### src/rtl/learn_clip_pkg.sv
// Shared widths and float field layout for the learn_clip dst datapath.
// A lane travels as split {sign, exp, man} fields and is repacked into one IEEE-754 single word.
package learn_clip_pkg;

    localparam int LANES  = 8;
    localparam int MAN_W  = 23;
    localparam int EXP_W  = 8;
    localparam int FP_W   = 1 + EXP_W + MAN_W;
    localparam int LANE_W = $clog2(LANES);
    localparam int VEC_W  = LANES * FP_W;

    localparam logic [LANE_W-1:0] LAST_LANE = LANE_W'(LANES - 1);

    typedef struct packed {
        logic             sign;
        logic [EXP_W-1:0] exp;
        logic [MAN_W-1:0] man;
    } fp_fields_t;

    // Bit-exact concatenation: no rounding or normalisation is applied.
    function automatic logic [FP_W-1:0] fp_pack(input fp_fields_t f);
        return {f.sign, f.exp, f.man};
    endfunction

endpackage

### src/rtl/learn_clip_dst_collector_if.sv
// Word stream leaving the collector: valid/ready with lane tag and end-of-vector marker.
interface learn_clip_dst_collector_if;
    import learn_clip_pkg::*;

    logic              out_valid;
    logic              out_ready;
    logic [FP_W-1:0]   out_data;
    logic [LANE_W-1:0] out_lane;
    logic              out_last;

    modport master (
        output out_valid,
        output out_data,
        output out_lane,
        output out_last,
        input  out_ready
    );

    modport slave (
        input  out_valid,
        input  out_data,
        input  out_lane,
        input  out_last,
        output out_ready
    );

endinterface

### src/rtl/learn_clip_vec_fifo.sv
// Whole-vector FIFO: one entry holds all lanes, written in a single cycle.
// Pointers carry an extra wrap bit so full and empty are distinguishable.
module learn_clip_vec_fifo
    import learn_clip_pkg::*;
#(
    parameter int DEPTH = 4
) (
    input  logic                  clk,
    input  logic                  rstn,
    input  logic                  wr_en,
    input  logic [VEC_W-1:0]      wr_data,
    input  logic                  rd_en,
    output logic [VEC_W-1:0]      rd_data,
    output logic                  full,
    output logic                  empty,
    output logic [$clog2(DEPTH):0] level
);

    localparam int AW    = $clog2(DEPTH);
    localparam int PTR_W = AW + 1;

    logic [VEC_W-1:0] mem [DEPTH];
    logic [PTR_W-1:0] wr_ptr_reg;
    logic [PTR_W-1:0] rd_ptr_reg;
    logic [PTR_W-1:0] wr_ptr_next;
    logic [PTR_W-1:0] rd_ptr_next;

    assign empty   = (wr_ptr_reg == rd_ptr_reg);
    assign full    = (wr_ptr_reg[AW-1:0] == rd_ptr_reg[AW-1:0]) &&
                     (wr_ptr_reg[AW] != rd_ptr_reg[AW]);
    assign level   = wr_ptr_reg - rd_ptr_reg;
    assign rd_data = mem[rd_ptr_reg[AW-1:0]];

    always_comb begin
        wr_ptr_next = wr_ptr_reg;
        rd_ptr_next = rd_ptr_reg;
        if (wr_en) begin
            wr_ptr_next = wr_ptr_reg + PTR_W'(1);
        end
        if (rd_en) begin
            rd_ptr_next = rd_ptr_reg + PTR_W'(1);
        end
    end

    always_ff @(posedge clk or negedge rstn) begin
        if (!rstn) begin
            wr_ptr_reg <= '0;
            rd_ptr_reg <= '0;
        end else begin
            wr_ptr_reg <= wr_ptr_next;
            rd_ptr_reg <= rd_ptr_next;
        end
    end

    // Storage is deliberately left unreset; the pointers alone define validity.
    // On full-with-pop the write lands in the slot being read out this same cycle.
    always_ff @(posedge clk) begin
        if (wr_en) begin
            mem[wr_ptr_reg[AW-1:0]] <= wr_data;
        end
    end

endmodule

### src/rtl/learn_clip_dst_collector.sv
// Receiving end of the learn_clip dst interface: packs each lane into a float word, buffers
// whole vectors and serialises them one word per beat. Dropped vectors raise a sticky flag.
module learn_clip_dst_collector
    import learn_clip_pkg::*;
#(
    parameter int DEPTH = 4
) (
    input  logic                       clk,
    input  logic                       rstn,
    input  logic                       enable,
    input  logic                       dst_valid,
    input  logic [LANES*MAN_W-1:0]     dst_man,
    input  logic [LANES*EXP_W-1:0]     dst_exp,
    input  logic [LANES-1:0]           dst_sign,
    learn_clip_dst_collector_if.master out_if,
    output logic [$clog2(DEPTH):0]     level,
    output logic                       overflow,
    input  logic                       ovf_clr
);

    logic [VEC_W-1:0]  wr_vec;
    logic [VEC_W-1:0]  rd_vec;
    logic [FP_W-1:0]   rd_lanes [LANES];
    fp_fields_t        lane_fields [LANES];

    logic              fifo_full;
    logic              fifo_empty;
    logic              beat_accept;
    logic              pop_vec;
    logic              capture;
    logic              drop;

    logic [LANE_W-1:0] lane_cnt_reg;
    logic [LANE_W-1:0] lane_cnt_next;
    logic              overflow_reg;
    logic              overflow_next;

    genvar gi;
    generate
        for (gi = 0; gi < LANES; gi++) begin : g_lane
            assign lane_fields[gi].sign = dst_sign[gi];
            assign lane_fields[gi].exp  = dst_exp[gi*EXP_W +: EXP_W];
            assign lane_fields[gi].man  = dst_man[gi*MAN_W +: MAN_W];
            assign wr_vec[gi*FP_W +: FP_W] = fp_pack(lane_fields[gi]);
            assign rd_lanes[gi] = rd_vec[gi*FP_W +: FP_W];
        end
    endgenerate

    assign beat_accept = out_if.out_valid && out_if.out_ready;
    assign pop_vec     = beat_accept && out_if.out_last;
    // A vector leaving this cycle frees its slot, so a full buffer can still accept.
    assign capture     = enable && dst_valid && (!fifo_full || pop_vec);
    assign drop        = enable && dst_valid && fifo_full && !pop_vec;

    learn_clip_vec_fifo #(
        .DEPTH (DEPTH)
    ) u_fifo (
        .clk     (clk),
        .rstn    (rstn),
        .wr_en   (capture),
        .wr_data (wr_vec),
        .rd_en   (pop_vec),
        .rd_data (rd_vec),
        .full    (fifo_full),
        .empty   (fifo_empty),
        .level   (level)
    );

    always_comb begin
        lane_cnt_next = lane_cnt_reg;
        if (beat_accept) begin
            if (lane_cnt_reg == LAST_LANE) begin
                lane_cnt_next = '0;
            end else begin
                lane_cnt_next = lane_cnt_reg + LANE_W'(1);
            end
        end
    end

    // A drop in the same cycle as a clear leaves the flag set.
    always_comb begin
        overflow_next = overflow_reg;
        if (drop) begin
            overflow_next = 1'b1;
        end else if (ovf_clr) begin
            overflow_next = 1'b0;
        end
    end

    always_ff @(posedge clk or negedge rstn) begin
        if (!rstn) begin
            lane_cnt_reg <= '0;
            overflow_reg <= 1'b0;
        end else begin
            lane_cnt_reg <= lane_cnt_next;
            overflow_reg <= overflow_next;
        end
    end

    // lane_cnt only advances on accepted beats, so the word holds steady while stalled.
    assign out_if.out_valid = !fifo_empty;
    assign out_if.out_data  = rd_lanes[lane_cnt_reg];
    assign out_if.out_lane  = lane_cnt_reg;
    assign out_if.out_last  = (lane_cnt_reg == LAST_LANE);
    assign overflow         = overflow_reg;

endmodule

### src/flat_wrapper.sv
// flat-port wrapper written by rule: the top's interface ports become plain ports
module learn_clip_dst_collector_flat import learn_clip_pkg::*;
#(
    parameter int DEPTH = 4
)
  (clk, rstn, enable, dst_valid, dst_man, dst_exp, dst_sign, level, overflow, ovf_clr, out_if_out_valid, out_if_out_data, out_if_out_lane, out_if_out_last, out_if_out_ready);
  learn_clip_dst_collector_if out_if_i ();
  input  logic clk;
  input  logic rstn;
  input  logic enable;
  input  logic dst_valid;
  input  logic [LANES*MAN_W-1:0] dst_man;
  input  logic [LANES*EXP_W-1:0] dst_exp;
  input  logic [LANES-1:0] dst_sign;
  output logic [$clog2(DEPTH):0] level;
  output logic overflow;
  input  logic ovf_clr;
  output wire logic [$bits(out_if_i.out_valid)-1:0] out_if_out_valid;
  output wire logic [$bits(out_if_i.out_data)-1:0] out_if_out_data;
  output wire logic [$bits(out_if_i.out_lane)-1:0] out_if_out_lane;
  output wire logic [$bits(out_if_i.out_last)-1:0] out_if_out_last;
  input wire logic [$bits(out_if_i.out_ready)-1:0] out_if_out_ready;
  assign out_if_out_valid = out_if_i.out_valid;
  assign out_if_out_data = out_if_i.out_data;
  assign out_if_out_lane = out_if_i.out_lane;
  assign out_if_out_last = out_if_i.out_last;
  assign out_if_i.out_ready = out_if_out_ready;
  learn_clip_dst_collector #(.DEPTH(DEPTH)) u_core (.clk(clk), .rstn(rstn), .enable(enable), .dst_valid(dst_valid), .dst_man(dst_man), .dst_exp(dst_exp), .dst_sign(dst_sign), .out_if(out_if_i), .level(level), .overflow(overflow), .ovf_clr(ovf_clr));
endmodule
### config.mk
export PLATFORM = sky130hd
export DESIGN_NAME = learn_clip_dst_collector_flat
export DESIGN_NICKNAME = d
export VERILOG_FILES = /design/src/rtl/learn_clip_pkg.sv /design/src/rtl/learn_clip_dst_collector_if.sv /design/src/rtl/learn_clip_vec_fifo.sv /design/src/rtl/learn_clip_dst_collector.sv /design/src/flat_wrapper.sv
export SDC_FILE = /design/constraint.sdc
export NUM_CORES = 1
export LEC_CHECK = 0
export BUFFER_PORTS_ARGS = -buffer_cell sky130_fd_sc_hd__clkbuf_2
export CAP_MARGIN = 25
export CORE_MARGIN = 5
export CORE_UTILIZATION = 50
export CTS_CLUSTER_DIAMETER = 100
export DETAILED_ROUTE_END_ITERATION = 10
export PLACE_DENSITY = 0.68
export SLEW_MARGIN = 20
export SYNTH_ARGS = -nofsm -noshare
export SYNTH_HDL_FRONTEND = slang
export SYNTH_SLANG_ARGS = --single-unit
### constraint.sdc
create_clock -name clk -period 13.2 [get_ports clk]
set_clock_uncertainty 0.2 [all_clocks]
set_input_delay 1.32 -clock clk [delete_from_list [all_inputs] [get_ports clk]]
set_output_delay 1.32 -clock clk [all_outputs]
set_load 0.005 [all_outputs]
==> summary.txt <==
Job
  • Max_cap viols: 0

Final layout
  • Max reg flops: 1024
  • Commonest non-fill, non-tap cell in the layout: edfxtp_1
  • Ratio of cells with drive above 1 in the final layout: just under 20%
  • Most frequent cells in the layout: edfxtp_1, mux2i_1, clkbuf_2
  • Synth-to-Final Area Change: 14.8%
  • Nets: 2825
  • Final Cell Area: 46200 um^2
  • Filler cell count: 6109
  • Fin util: 57.6%

Timing
  • Final Max Tran Viols: 0
  • Final worst slack: approximately 6.5 ns
  • Slew HR: 30.5%
  • Setup TNS: 0 ns
  • Minimum clock period after layout: 6.72 ns
  • Final setup fails: 0
  • Highest Clock Rate: 149 MHz
  • Final Hold Fails: 0
  • Worst-Margin Slew: 1.04 ns
  • RSZ-0062 raised after global routing: no
  • Final period utilization: 50.9%

Synth
  • Sequential area share after synthesis: between 70 and 80%
  • Synth area leader: edfxtp_1
  • Ranking of synthesized cells by area: edfxtp_1, mux2i_1, a22oi_1
  • Synth Register Bits: ~1000
  • Mapped Cells: 2235
  • YS warnings: 0
  • Cell variety after synth: 32
  • Fraction of registers with async set/reset: 0.967%
  • Main synth FF type: edfxtp_1
  • Avg Synthesized Cell Area: 18.0 um^2
  • Post-synthesis net count: 2507
  • Number of synthesized flops with an enable pin: between 1000 and 1500
  • Synth top area share: ~76%
  • Synthesized area: 40200 um^2

CTS
  • Clk_lat worst skew: 0.66 ns
  • CTS root buf: clkbuf_16
  • CTS sink cnt: between 1000 and 1500
  • Num CTS Buffers: 104
  • CTS tree: built
  • Resized Gates After CTS: 0
  • H-tree depth: 3
  • Hold Buf Count CTS: 0
  • Clock buffer depth: 3
  • Clock slew at reported path FFs: 0.06 ns
  • Post-CTS Setup Bufs: 0

Drt
  • Via count: roughly 21000
  • Post-route DRC violation count: 0
  • Drt wl/cell: 25.0 um
  • Routed WL: 93200 um
  • DRT Pass-1 Iters: 5
  • DR iter-0 viols: about 1800
  • Post-DR vias/cell: 5.66
  • Detail Route Antenna Nets: 0

Floorplan
  • Std cell rows: roughly 100
  • Starting density of the core: between 50% and 60%
  • Die X: slightly below 300 um
  • Io pins: ~300
  • Die Footprint: 86200 um^2
  • Core area: 80200 um^2
  • Die height: 294 um

Placed design
  • Final GP Congestion: 0.795
  • Dpl ws: 7.08 ns
  • Port Buf Inserts: 302
  • Dpl cell area: 42700 um^2
  • HPWL after DPL: 54700 um

Global route
  • Gr ovfl total: 0
  • Vias in the first global route: 21528
  • GR Util All Layers: between 20% and 30%
  • Largest net degree at the start of global routing: 138
  • First-pass GRT wire length: roughly 140000 um
  • Initial antenna violation count: 38

Run status
  • Status: completed

Worst setup path
  • Setup CP Type: register to output port
  • Critical path, cell by cell: buf_4, buf_4, buf_4, mux2i_1, a22oi_1, nand3_1, nand3_1, clkbuf_2
  • Delay-heaviest family, CP: buffers and inverters
  • CP Buf/Inv Count: 4
  • Worst setup SP type: register
  • Worst Path Required: 11.68 ns
  • CP max stage cell: buf_4
  • Crit path DAT: 5.20 ns
  • Worst Path Max Fanout: 59
  • Crit-path max cell delay: a little over 0.9 ns
  • Top cell by count, worst path: buf_4
  • Setup crit end kind: output port

Power and ir drop
  • Maximum vdd drop: 0.126 mV
  • Pwr/cell area: approximately 220 nW/um^2
  • Pleak: 16.1 nW

Worst hold path
  • Hold Crit Class: register to register
## cells by family (layout without fill, tap and decap cells)
group	after synthesis	in the layout	share of synthesized area, %
flops	1034	1034	77.1
compound gates	292	292	4.94
buf+inv	132	537	1.90
other cells	0	27	0
fa+ha+maj	10	10	0.330
simple gates	246	246	2.78
xor+xnor	6	6	0.131
mux	515	515	12.8
## cell usage after synthesis, types with 2 or more instances
cell / instances
edfxtp_1: 1024
mux2i_1: 512
nand2_1: 101
nand3_1: 99
a21oi_1: 96
a22oi_1: 96
a22o_1: 64
buf_2: 38
clkbuf_1: 37
nor3_1: 33
a31oi_1: 32
buf_4: 30
buf_6: 14
dfrtp_1: 10
ha_1: 9
buf_1: 6
inv_1: 6
and2_1: 5
xnor2_1: 5
mux2_2: 3
nand2b_1: 2
nor2_1: 2
o21ai_0: 2
## path summary, 6_finish.rpt
check	cells after the start	slack, ns	startpoint	endpoint
min reg2reg	1	0.30	u_core.u_fifo.wr_ptr_reg[2]	u_core.u_fifo.wr_ptr_reg[2]
max	8	6.48	u_core.u_fifo.rd_ptr_reg[1]	out_if_out_data[15]
max in group asynchronous	1	12.22	rstn	u_core.u_fifo.rd_ptr_reg[1]
max reg2reg	9	8.07	u_core.u_fifo.rd_ptr_reg[1]	u_core.u_fifo.mem[0][169]
min in group asynchronous	1	0.33	rstn	u_core.u_fifo.wr_ptr_reg[1]
min	1	0.30	u_core.u_fifo.wr_ptr_reg[2]	u_core.u_fifo.wr_ptr_reg[2]
## power breakdown
part           internal, mW  leakage [nW]  switching, mW
Clock                  1.71          1.69           1.21
Combinational          1.02          4.96           1.86
Sequential             4.02          9.41          0.122
## worst register-to-register path, delay by kind of cell, from the launching register on
| family | cells | cell delay [ns] |
|---|---|---|
| adders and majority gates | 1 | 0.31 |
| and+or+nand+nor | 3 | 0.88 |
| AOI/OAI and AO/OA | 1 | 0.05 |
| DFF | 1 | 0.87 |
| buffers and inverters | 4 | 2.34 |
## metrics by stage
| step | power [mW] | hold WS [ns] | cells |
|---|---|---|---|
| 2_1_floorplan | 6.18 | 0.262 | 2235 |
| 3_3_place_gp | 7.05 | 0.282 | 3506 |
| 3_5_place_dp | 7.12 | 0.292 | 3507 |
| 4_1_cts | 10.0 | 0.282 | 3700 |
| 5_1_grt | 10.4 | 0.307 | 3716 |
| 6_report | 9.94 | 0.302 | 3727 |
## area by class of cell
cell class,count,area (um^2),area share [%]
Clock inverter,74,699,1.51
Clock buffer,119,2740,5.94
Multi-Input combinational cell,1069,8490,18.4
Tap cell,1060,1330,2.87
Inverter,6,22.5,0.0488
Sequential cell,1034,31000,67.1
Timing Repair Buffer,338,1830,3.96
Antenna cell,27,67.6,0.146
## per-layer routing
metal / GRT usage (%) / share of wire [%] / vias to the layer above
met5: 0 / 0.15 / -
met3: 5.60 / 7.8 / 150
met2: 33.0 / 47 / 657
met4: 7.02 / 2.3 / 20
li1: - / - / 9597
met1: 29.0 / 42 / 10683
(Power assumes the default switching activity.)
